$ cat src/rtl/lcd_fb_fill_ctrl.sv
// ============================================================================
//  lcd_fb_fill_ctrl : rectangle-fill engine with CPU pixel-write priority
//                     into a 5-bank 1-bpp LCD frame buffer.
//  Revision: 1.0  initial release
// ============================================================================
`default_nettype none

module lcd_fb_fill_ctrl #(
   parameter int H_RES = 320,
   parameter int V_RES = 240
) (
   input  logic       clk,
   input  logic       reset,
   input  logic       cmd_valid,
   output logic       cmd_ready,
   input  logic [8:0] cmd_x,
   input  logic [7:0] cmd_y,
   input  logic [8:0] cmd_w,
   input  logic [7:0] cmd_h,
   input  logic       cmd_color,
   input  logic       cpu_wr,
   input  logic [8:0] cpu_x,
   input  logic [7:0] cpu_y,
   input  logic       cpu_color,
   output logic [4:0] fb_we,
   output logic [13:0] fb_addr,
   output logic       fb_data,
   output logic       busy,
   output logic       done,
   output logic       err
);

   localparam logic [16:0] C_H_STEP = 17'(H_RES);
   localparam logic [9:0]  C_H_LIM  = 10'(H_RES);
   localparam logic [8:0]  C_V_LIM  = 9'(V_RES);

   typedef enum logic [1:0] {
      IDLE  = 2'd0,
      SETUP = 2'd1,
      FILL  = 2'd2,
      DONE  = 2'd3
   } state_t;

   // y*H_RES+x built from shifted copies of y selected by the constant's set bits
   function automatic logic [16:0] pix_index(input logic [8:0] x, input logic [7:0] y);
      logic [16:0] acc;
      acc = {8'd0, x};
      for (int i = 0; i < 17; i++) begin
         if (C_H_STEP[i]) acc = acc + ({9'd0, y} << i);
      end
      return acc;
   endfunction

   state_t      state_q, state_d;
   logic [8:0]  x_q, x_d, w_q, w_d, col_q, col_d;
   logic [7:0]  y_q, y_d, h_q, h_d, row_q, row_d;
   logic        color_q, color_d, err_q, err_d;
   logic [16:0] row_base_q, row_base_d;
   logic [4:0]  fb_we_q, fb_we_d;
   logic [13:0] fb_addr_q, fb_addr_d;
   logic        fb_data_q, fb_data_d;

   logic        w_cpu_ok;
   logic        w_bad_cmd;
   logic        w_wr_en;
   logic [16:0] w_wr_idx;
   logic        w_wr_data;

   assign w_cpu_ok  = cpu_wr && ({1'b0, cpu_x} < C_H_LIM) && ({1'b0, cpu_y} < C_V_LIM);
   assign w_bad_cmd = (w_q == 9'd0) || (h_q == 8'd0) ||
                      (({1'b0, x_q} + {1'b0, w_q}) > C_H_LIM) ||
                      (({1'b0, y_q} + {1'b0, h_q}) > C_V_LIM);

   always_comb begin
      state_d    = state_q;
      x_d        = x_q;
      y_d        = y_q;
      w_d        = w_q;
      h_d        = h_q;
      color_d    = color_q;
      err_d      = err_q;
      col_d      = col_q;
      row_d      = row_q;
      row_base_d = row_base_q;
      w_wr_en    = 1'b0;
      w_wr_idx   = '0;
      w_wr_data  = 1'b0;

      if (w_cpu_ok) begin
         w_wr_en   = 1'b1;
         w_wr_idx  = pix_index(cpu_x, cpu_y);
         w_wr_data = cpu_color;
      end

      case (state_q)
         IDLE: begin
            if (cmd_valid) begin
               x_d     = cmd_x;
               y_d     = cmd_y;
               w_d     = cmd_w;
               h_d     = cmd_h;
               color_d = cmd_color;
               err_d   = 1'b0;
               state_d = SETUP;
            end
         end
         SETUP: begin
            if (w_bad_cmd) begin
               err_d   = 1'b1;
               state_d = DONE;
            end else begin
               row_base_d = pix_index(x_q, y_q);
               col_d      = '0;
               row_d      = '0;
               state_d    = FILL;
            end
         end
         FILL: begin
            // A CPU write owns this cycle; fill counters stay frozen
            if (!w_cpu_ok) begin
               w_wr_en   = 1'b1;
               w_wr_idx  = row_base_q + {8'd0, col_q};
               w_wr_data = color_q;
               if (col_q == w_q - 9'd1) begin
                  col_d      = '0;
                  row_d      = row_q + 8'd1;
                  row_base_d = row_base_q + C_H_STEP;
                  if (row_q == h_q - 8'd1) state_d = DONE;
               end else begin
                  col_d = col_q + 9'd1;
               end
            end
         end
         DONE: begin
            state_d = IDLE;
         end
         default: state_d = IDLE;
      endcase

      fb_we_d   = w_wr_en ? (5'd1 << w_wr_idx[16:14]) : 5'd0;
      fb_addr_d = w_wr_en ? w_wr_idx[13:0] : fb_addr_q;
      fb_data_d = w_wr_en ? w_wr_data : fb_data_q;
   end

   always_ff @(posedge clk) begin
      if (!reset) begin
         state_q    <= IDLE;
         x_q        <= '0;
         y_q        <= '0;
         w_q        <= '0;
         h_q        <= '0;
         color_q    <= 1'b0;
         err_q      <= 1'b0;
         col_q      <= '0;
         row_q      <= '0;
         row_base_q <= '0;
         fb_we_q    <= '0;
         fb_addr_q  <= '0;
         fb_data_q  <= 1'b0;
      end else begin
         state_q    <= state_d;
         x_q        <= x_d;
         y_q        <= y_d;
         w_q        <= w_d;
         h_q        <= h_d;
         color_q    <= color_d;
         err_q      <= err_d;
         col_q      <= col_d;
         row_q      <= row_d;
         row_base_q <= row_base_d;
         fb_we_q    <= fb_we_d;
         fb_addr_q  <= fb_addr_d;
         fb_data_q  <= fb_data_d;
      end
   end

   assign cmd_ready = (state_q == IDLE);
   assign busy      = (state_q != IDLE);
   assign done      = (state_q == DONE);
   assign err       = err_q;
   assign fb_we     = fb_we_q;
   assign fb_addr   = fb_addr_q;
   assign fb_data   = fb_data_q;

endmodule

`default_nettype wire

$ cat config.mk
export PLATFORM = sky130hd
export DESIGN_NAME = lcd_fb_fill_ctrl
export DESIGN_NICKNAME = d
export VERILOG_FILES = /design/src/rtl/lcd_fb_fill_ctrl.sv
export SDC_FILE = /design/constraint.sdc
export NUM_CORES = 1
export LEC_CHECK = 0
export BUFFER_PORTS_ARGS = -buffer_cell sky130_fd_sc_hd__buf_2
export CORE_ASPECT_RATIO = 0.5
export CORE_MARGIN = 2
export CORE_UTILIZATION = 40
export DETAILED_ROUTE_END_ITERATION = 10
export PLACE_DENSITY = 0.62
export SLEW_MARGIN = 20
export SYNTH_ARGS = -nofsm -noshare
export SYNTH_HDL_FRONTEND = slang
export SYNTH_SLANG_ARGS = --single-unit
$ cat constraint.sdc
create_clock -name clk -period 5.4 [get_ports clk]
set_clock_uncertainty 0.1 [all_clocks]
set_input_delay 0.54 -clock clk [delete_from_list [all_inputs] [get_ports clk]]
set_output_delay 0.54 -clock clk [all_outputs]
set_load 0.02 [all_outputs]
==> flow_summary.json, run 1 <==
{
  "status": "completed",
  "synth_commonest_cells": "nand2_1 (135), dfxtp_1 (92), a21oi_1 (79)",
  "final.period_utilization": 0.707,
  "yosysTopAreaCell": "dfxtp_1",
  "ys_seq_area_frac": 0.270,
  "synth_fp_nets": 990,
  "pin_count": 81,
  "htree_levels": 3,
  "min_path_type": "in -> reg",
  "cts_setup_buffers": 0,
  "cts_tree": "yes",
  "hpwl_mm": 13.7,
  "core_area_mm2": 0.0166,
  "initial_core_util": 0.413,
  "setup_viol_count_final": 0,
  "clk_pin_slew_ps": 70,
  "max_slew.worst_pin.slew_ps": 1100,
  "hold_viol_final": 0,
  "gp_congestion": 0.835,
  "wl_mm": 19.0,
  "clock_sinks": 92,
  "ant_nets": 0,
  "fin_util": 0.466,
  "synth_top_family_by_area": "compound AO/OA/AOI/OAI gates",
  "post-route-min-period_ps": 3820,
  "cap_viol_max_count": 0,
  "avgSynthCellArea_um2": 7.87,
  "antenna_found_initial": 0,
  "vdd_drop_max_uv": 181,
  "cts_made_buffers": 9,
  "finalNetCount": 1048,
  "cp_max_fo": 19,
  "power_per_cell_area_mw_per_mm2": 388,
  "clk_latency_ps": 350,
  "grtUsageTotal": 0.207,
  "synth-compound-area-share": 0.251,
  "syn_area_mm2": 0.00683,
  "p_total_mw": 2.99,
  "ys_dominant_reg_cell": "dfxtp_1",
  "maxSlewViolCount": 0,
  "rrSetupSlack_ps": 1580,
  "numPortBuffers": 80,
  "worstSetupPathType": "reg -> reg",
  "cp.required_ps": 5520,
  "fillCellCount": 1642,
  "die_h_um": 96.4,
  "synth-seq-cells": 92,
  "crit_arrival_ps": 3940,
  "drc": 0,
  "fp.dieW_um": 189,
  "relSlewSlack": 0.268,
  "grt_max_degree": 64,
  "antenna_cells": 0,
  "grt_pass1_vias": 5796,
  "synth_edf_count": 0,
  "synth_fa_ha_area_frac": 0.127,
  "drtPass1Iterations": 5,
  "worstSetupEndpointType": "flip-flop",
  "wl_per_cell_um": 16.4,
  "drtIter0Drc": 595,
  "cp-start-kind": "flip-flop",
  "synth_cell_types": 70,
  "synthCells": 868,
  "ys_warn_count": 0,
  "synth-xor-area-share": 0.0756,
  "grt_overflow": 0,
  "via_count": 6380,
  "clock_path_buffers": 2,
  "synth_mux_area_frac": 0.0220,
  "synthDominantCellAreaShare": 0.270,
  "fin_tns_setup_ps": 0,
  "cts_root_buf": "clkbuf_16",
  "met1_usage": 0.313,
  "post_cts_resized": 0,
  "rsz0062_at_grt": "no",
  "grt_pass1_wl_mm": 30.0,
  "top_usage_layer": "met1",
  "syn_to_final_growth_pct": 12.9,
  "num_rows": 33,
  "die_area_mm2": 0.0182,
  "max_freq_mhz": 262,
  "ctsHoldBuffers": 0,
  "grt_use_met2": 0.302,
  "synthSimpleGateAreaFrac": 0.213,
  "synth-async-reset-ratio": 0,
  "leakage_nw": 3.21,
  "met3_usage": 0.0415,
  "via_per_inst": 5.51,
  "ys_top_cells_by_area": "dfxtp_1 (27%), ha_1 (11%), nand2_1 (7.4%)",
  "drive_above_1_share": 0.133,
  "synth.most_common_cell": "nand2_1"
}
-- sequential cells by signal, indices dropped and copies added, names as in the netlist, 2 cells and up --
| register | flops |
|---|---|
| row_base_q | 17 |
| fb_addr | 14 |
| col_q | 9 |
| w_q | 9 |
| x_q | 9 |
| h_q | 8 |
| row_q | 8 |
| y_q | 8 |
| fb_we | 5 |
| state_q | 2 |
-- worst max-delay path, stage by stage (launching register included) --
cell	delay, ps
dfxtp_1	480
ha_1	240
inv_1	60
fa_1	370
nor2b_1	240
o22ai_1	110
a2111oi_0	360
o221a_2	280
o31ai_1	130
a211oi_4	870
o211ai_4	270
mux2i_1	180
-- cells in the final DEF, fill, tap and decap left out, drive strengths merged, types with 22 or more instances in the layout --
cell type and count:
dfxtp 92, nor2 51, nand3 23, o21ai 60
inv 30, a21oi 79, xnor2 41, ha 58
nand2 135, nor3 22, buf 86
-- worst paths after layout --
check / cells past startpoint / to / startpoint
max: 11 / row_base_q[4]$_SDFFE_PN0P_ / w_q[0]$_SDFFE_PN0P_
min: 3 / h_q[2]$_SDFFE_PN0P_ / cmd_h[2]
max reg2reg: 11 / row_base_q[4]$_SDFFE_PN0P_ / w_q[0]$_SDFFE_PN0P_
min reg2reg: 2 / row_base_q[4]$_SDFFE_PN0P_ / row_base_q[4]$_SDFFE_PN0P_
-- logic make-up (layout without fill, tap and decap cells) --
group | Yosys count | in the layout
AND/OR/NAND/NOR | 307 | 307
AO/OA/AOI/OAI | 261 | 261
XOR/XNOR | 59 | 59
adder cells (fa/ha/maj) | 65 | 65
flip-flops | 92 | 92
multiplexers | 15 | 15
buffers and inverters | 69 | 132
-- report_power, final --
group	switching [mW]	internal, mW
clock network	0.287	0.421
logic	0.867	0.499
registers	0.143	0.776
total	1.30	1.70
-- layout make-up --
type	count	area, µm²	share of cell area
inverters	30	113	0.0146
clock inverters	5	83.8	0.0109
well taps	227	284	0.0368
multi-input cells	707	4700	0.610
flip-flops and latches	92	1840	0.239
repair buffers	86	445	0.0577
clock buffers	11	243	0.0315
-- stage by stage --
stage          area, µm²  worst slack, ps  hold slack, ps  std cells
3_3_place_gp        7380             1780             354       1142
3_5_place_dp        7390             1690             363       1142
2_1_floorplan       6830             2110             336        868
5_1_grt             7710             1420             315       1158
6_report            7710             1580             323       1158
4_1_cts             7710             1660             315       1158
-- metal layers --
metal	wire, µm	part of all wire	up-vias
li1	-	-	3262
met1	10200	0.54	2924
met2	7380	0.39	182
met3	1250	0.066	12
met4	121	0.0064	0
met5	0	0	-
(Power assumes the default switching activity.)
==> run 2, diff against run 1 <==
Settings changed: ABC_AREA set to 1.
Clock period 5.4 ns to 3.7 ns, I/O delays scaled along.
==> run 2 against run 1 <==
  * Register-to-register slack got worse by 1000 ps
  * Critical endpoint is now row_base_q[16]$_SDFFE_PN0P_
  * Power increased by 63%
  * Clock power increased by 21%
  * Final area increased by 1.5%
  * Hold slack got worse by 140 ps
  * Highest routed layer unchanged
  * Via count increased by 6.4%
==> flow_summary.json, run 2 <==
{
  "max_freq_mhz": 317,
  "leakage_nw": 3.85,
  "cap_viol_max_count": 0,
  "worstReg2RegStart": "y_q[1]$_SDFFE_PN0P_",
  "p_total_mw": 4.89,
  "cp.required_ps": 3830,
  "cpLargestDelayFamily": "simple AND/OR/NAND/NOR gates",
  "initial_core_util": 0.405,
  "largest_reg_flops": 17,
  "ys_dominant_reg_cell": "dfxtp_1",
  "fillCellCount": 1825,
  "grtUsageTotal": 0.203,
  "clk_pin_slew_ps": 70,
  "synth-async-reset-ratio": 0,
  "synthCells": 1065,
  "place_inst": 1357,
  "die_h_um": 97.3,
  "worstSetupEndpointType": "flip-flop",
  "dp_slack_ps": 442,
  "hp-start": "cmd_x[8]",
  "final.period_utilization": 0.852,
  "layout_setup_ws_ps": 547,
  "die_area_mm2": 0.0185,
  "drtPass1Iterations": 5,
  "ys_warn_count": 0,
  "ys_top_cells_by_area": "dfxtp_1 (26%), nand2_1 (13%), ha_1 (10%)",
  "cts_root_buf": "clkbuf_16",
  "cp_max_fo": 6,
  "power_per_cell_area_mw_per_mm2": 625,
  "grt_max_degree": 41,
  "maxSlewViolCount": 0,
  "wl_mm": 18.4,
  "mostFrequentLayoutCells": "nand2_1 (243), nor2_1 (137), inv_1 (130)",
  "final_common_cell": "nand2_1",
  "setup_viol_count_final": 0,
  "fin_util": 0.456,
  "fin_tns_setup_ps": 0,
  "synthDominantCellAreaShare": 0.265,
  "syn_area_mm2": 0.00696,
  "synth_cell_types": 49,
  "grt_overflow": 0,
  "largest-register": "row_base_q",
  "cts_tree": "yes",
  "cp-start-kind": "flip-flop",
  "drive_above_1_share": 0.104,
  "max_slew.worst_pin.slew_ps": 722,
  "drc": 0,
  "synth_fp_nets": 1187,
  "core_area_mm2": 0.0172,
  "htree_levels": 3,
  "synth_commonest_cells": "nand2_1 (244), nor2_1 (137), inv_1 (130)",
  "worstSetupPathType": "reg -> reg",
  "finalNetCount": 1256,
  "via_count": 6786,
  "ys_seq_area_frac": 0.265,
  "path_buf_inv": 2,
  "synth.most_common_cell": "nand2_1",
  "cp_slowest_cell": "dfxtp_1",
  "clock_sinks": 92,
  "post-route-min-period_ps": 3150,
  "clock_path_buffers": 2,
  "fp.dieW_um": 191,
  "status": "completed",
  "hold_viol_final": 0,
  "yosysTopAreaCell": "dfxtp_1",
  "syn_to_final_growth_pct": 12.5,
  "grt_pass1_vias": 6129,
  "vdd_drop_max_uv": 358,
  "synth_edf_count": 0,
  "hpwl_mm": 14.5,
  "drtIter0Drc": 371,
  "pin_count": 81,
  "antenna_cells": 0,
  "ctsHoldBuffers": 0,
  "min_path_type": "in -> reg",
  "synth-seq-cells": 92,
  "crit_path_start": "y_q[1]$_SDFFE_PN0P_",
  "ant_nets": 0,
  "via_per_inst": 4.94,
  "avgSynthCellArea_um2": 6.53,
  "post_cts_resized": 0,
  "crit_arrival_ps": 3280,
  "antenna_found_initial": 1,
  "num_rows": 34,
  "gp_congestion": 0.840,
  "numPortBuffers": 80,
  "grt_pass1_wl_mm": 30.3,
  "clk_latency_ps": 340,
  "cp_slowest_stage_delay_ps": 510,
  "wl_per_cell_um": 13.4,
  "cts_made_buffers": 9,
  "cp_common_cell": "nand2_1",
  "final_cells": 1373,
  "relSlewSlack": 0.518,
  "cts_setup_buffers": 0,
  "rsz0062_at_grt": "no",
  "crit_chain": "inv_1 -> fa_1 -> o22ai_1 -> nand2_1 -> nor2_1 -> xor2_1 -> inv_1 -> ha_1 -> nand2_1 -> nand2_1 -> a21oi_1 -> nor2_1 -> o21ai_0 -> nand2_1 -> nand3b_1 -> nand2_1 -> nor2_1"
}
-- run 2: cell count changes after synthesis, moves of 11 or more --
cell	previous run	this run
mux2i_1	15	1
o21a_1	11	0
nand3_1	23	68
nand2_1	135	244
a21o_1	15	2
xnor2_1	41	13
nor2_1	51	137
a21oi_1	79	99
xor2_1	18	31
o211ai_1	14	3
inv_1	29	130
-- run 2: stage by stage --
step / instance area (µm²) / hold slack, ps
5_1_grt: 7830 / 184
6_report: 7830 / 183
3_5_place_dp: 7570 / 359
2_1_floorplan: 6960 / 330
3_3_place_gp: 7570 / 352
4_1_cts: 7830 / 175
-- run 2: cells by family (layout without fill, tap and decap cells) --
logic type      Yosys count  count (layout)  share of synthesized area
simple gates            499             499                      0.306
mux                       1               1                    0.00144
compound gates          198             198                      0.152
flops                    92              92                      0.265
buf+inv                 165             239                     0.0937
fa+ha+maj                65              65                      0.124
xor+xnor                 45              45                     0.0586
-- run 2: per-layer routing --
metal | GRT usage | vias to the layer above | share of wire
li1 | - | 3605 | -
met1 | 0.320 | 3012 | 0.56
met2 | 0.288 | 162 | 0.38
met3 | 0.0303 | 7 | 0.062
met4 | 0.0358 | 0 | 0.0054
met5 | 0 | - | 0
-- run 2: power breakdown --
group / internal [mW] / switching (mW) / total [mW]
clock network: 0.453 / 0.400 / 0.854
logic: 0.941 / 1.60 / 2.54
registers: 1.22 / 0.278 / 1.50
-- run 2: worst reg2reg max path, stage by stage (launching register included) --
cell,delay (ps)
dfxtp_1,510
inv_1,130
fa_1,440
o22ai_1,240
nand2_1,110
nor2_1,130
xor2_1,150
inv_1,50
ha_1,330
nand2_1,120
nand2_1,50
a21oi_1,160
nor2_1,70
o21ai_0,150
nand2_1,60
nand3b_1,150
nand2_1,70
nor2_1,40
-- run 2: path summary, 6_finish.rpt --
path	endpoint	slack, ps	cells after the start
setup reg to reg	row_base_q[16]$_SDFFE_PN0P_	550	17
hold reg to reg	row_base_q[5]$_SDFFE_PN0P_	370	2
hold / removal	x_q[8]$_SDFFE_PN0P_	180	3
setup / recovery	row_base_q[16]$_SDFFE_PN0P_	550	17
-- run 2: cell type report --
| cell class | count | area (µm²) | share of cell area |
|---|---|---|---|
| repair buffers | 88 | 460 | 0.0588 |
| clock inverters | 5 | 28.8 | 0.00367 |
| clock buffers | 11 | 233 | 0.0297 |
| well taps | 234 | 293 | 0.0374 |
| inverters | 135 | 508 | 0.0649 |
| multi-input cells | 808 | 4470 | 0.570 |
| flip-flops and latches | 92 | 1840 | 0.235 |
==> run 3, diff against run 2 <==
Settings changed: CELL_PAD_IN_SITES_DETAIL_PLACEMENT set to 0, CELL_PAD_IN_SITES_GLOBAL_PLACEMENT set to 1, PLACE_DENSITY 0.62 to 0.82.
==> run 3 against run 2 <==
  * Non-clock buffer count up 1
  * Clock power up 28%
  * Final area up 1.2%
  * Die area unchanged
  * Cell count about the same
  * Global-route usage about the same
  * Power up 4.6%
  * Critical path type unchanged
==> flow_summary.json, run 3 (synthesis gave the netlist of run 2 again) <==
{
  "final_cells": 1374,
  "leakage_nw": 3.89,
  "drtIter0Drc": 335,
  "grt_pass1_vias": 6143,
  "min_path_type": "in -> reg",
  "cp.required_ps": 3840,
  "comb_power_share": 0.494,
  "cts_root_buf": "clkbuf_16",
  "num_rows": 34,
  "dp_slack_ps": 433,
  "p_switching_mw": 2.30,
  "crit_arrival_ps": 3340,
  "drive_above_1_share": 0.107,
  "clk_latency_ps": 350,
  "crit_path_start": "y_q[1]$_SDFFE_PN0P_",
  "status": "completed",
  "p_seq_frac": 0.293,
  "die_area_mm2": 0.0185,
  "fin_util": 0.461,
  "cap_viol_max_count": 0,
  "rsz0062_at_grt": "no",
  "clock_path_buffers": 2,
  "cp_max_fo": 6,
  "final_common_cell": "nand2_1",
  "clk_pin_slew_ps": 70,
  "worstSetupPathType": "reg -> reg",
  "fp.dieW_um": 191,
  "syn_to_final_growth_pct": 13.9,
  "cts_tree": "yes",
  "hold_viol_final": 0,
  "post_cts_resized": 0,
  "wl_mm": 18.1,
  "worstSetupEndpointType": "flip-flop",
  "via_per_inst": 4.88,
  "max_freq_mhz": 313,
  "grtUsageTotal": 0.203,
  "max_slew.worst_pin.slew_ps": 716,
  "vdd_drop_max_uv": 284,
  "grt_max_degree": 69,
  "clock_power_share": 0.213,
  "cp-start-kind": "flip-flop",
  "setup_viol_count_final": 0,
  "largest_reg_flops": 17,
  "die_h_um": 97.3,
  "fin_tns_setup_ps": 0,
  "cts_made_buffers": 9,
  "final.period_utilization": 0.865,
  "hpwl_mm": 14.3,
  "drtPass1Iterations": 5,
  "numPortBuffers": 80,
  "grt_pass1_wl_mm": 30.5,
  "antenna_found_initial": 0,
  "cts_setup_buffers": 0,
  "hp-start": "cpu_x[4]",
  "wl_per_cell_um": 13.2,
  "place_inst": 1358,
  "antenna_cells": 0,
  "htree_levels": 3,
  "layout_setup_ws_ps": 500,
  "switching_share": 0.448,
  "power_per_cell_area_mw_per_mm2": 646,
  "initial_core_util": 0.405,
  "clock_sinks": 92,
  "relSlewSlack": 0.522,
  "mostFrequentLayoutCells": "nand2_1 (243), nor2_1 (137), inv_1 (130)",
  "whs_ps": 170,
  "ctsHoldBuffers": 0,
  "core_area_mm2": 0.0172,
  "drc": 0,
  "p_int_mw": 2.82,
  "via_count": 6701,
  "gp_congestion": 0.828,
  "worstReg2RegStart": "y_q[1]$_SDFFE_PN0P_",
  "ant_nets": 0,
  "grt_overflow": 0,
  "pin_count": 81,
  "maxSlewViolCount": 0,
  "largest-register": "row_base_q",
  "finalNetCount": 1257,
  "post-route-min-period_ps": 3200
}
==> run 3: cell count changes in the layout (fill, tap and decap cells not counted) <==
cell / previous run / this run
bufinv_16: 0 / 3
clkinv_4: 1 / 4
buf_4: 8 / 9
clkbuf_1: 2 / 0
clkinv_2: 5 / 1
==> run 3: final cells by class <==
class | instances | area (µm²)
clock inverter | 7 | 125
timing repair buffer | 89 | 468
sequential | 92 | 1840
tap | 234 | 293
clock buffer | 9 | 225
inverter | 135 | 508
multi-input combinational | 808 | 4470
fill | 1835 | 9260
==> run 3: stage by stage <==
step                power (mW)  area (µm²)
floorplan                 3.43        6960
finish                    5.12        7930
global placement          4.00        7580
CTS                       5.15        7930
detailed placement        4.03        7580
global route              5.61        7930
==> run 3: critical path, cell delays in order (launching register included) <==
cell	delay, ps
dfxtp_1	520
inv_1	130
fa_1	450
o22ai_1	230
nand2_1	100
nor2_1	130
xor2_1	150
inv_1	50
ha_1	320
nand2_1	110
nand2_1	50
a21oi_1	160
nor2_1	70
o21ai_0	180
nand2_1	60
nand3b_1	150
nand2_1	70
nor2_1	40
==> run 3: final timing paths <==
| check | endpoint | slack (ps) | depth (start not counted) |
|---|---|---|---|
| min reg2reg | row_base_q[4]$_SDFFE_PN0P_ | 370 | 2 |
| max | row_base_q[16]$_SDFFE_PN0P_ | 500 | 17 |
| max reg2reg | row_base_q[16]$_SDFFE_PN0P_ | 500 | 17 |
| min | fb_addr[4]$_SDFFE_PN0N_ | 170 | 3 |
==> run 3: per-layer routing <==
metal | routed length [µm] | track usage | vias up
met5 | 0 | 0 | -
li1 | - | - | 3602
met3 | 877 | 0.0311 | 10
met1 | 10600 | 0.330 | 2945
met2 | 6570 | 0.276 | 144
met4 | 97 | 0.0358 | 0
==> run 3: power by group through the flow <==
stage	Sequential [mW]	Clock [mW]	Combinational [mW]
after global placement	1.51	0	2.49
after CTS	1.49	1.12	2.53
final	1.50	1.09	2.53
after detailed placement	1.52	0	2.51
after global routing	1.54	1.15	2.92
after floorplan	1.45	0	1.98
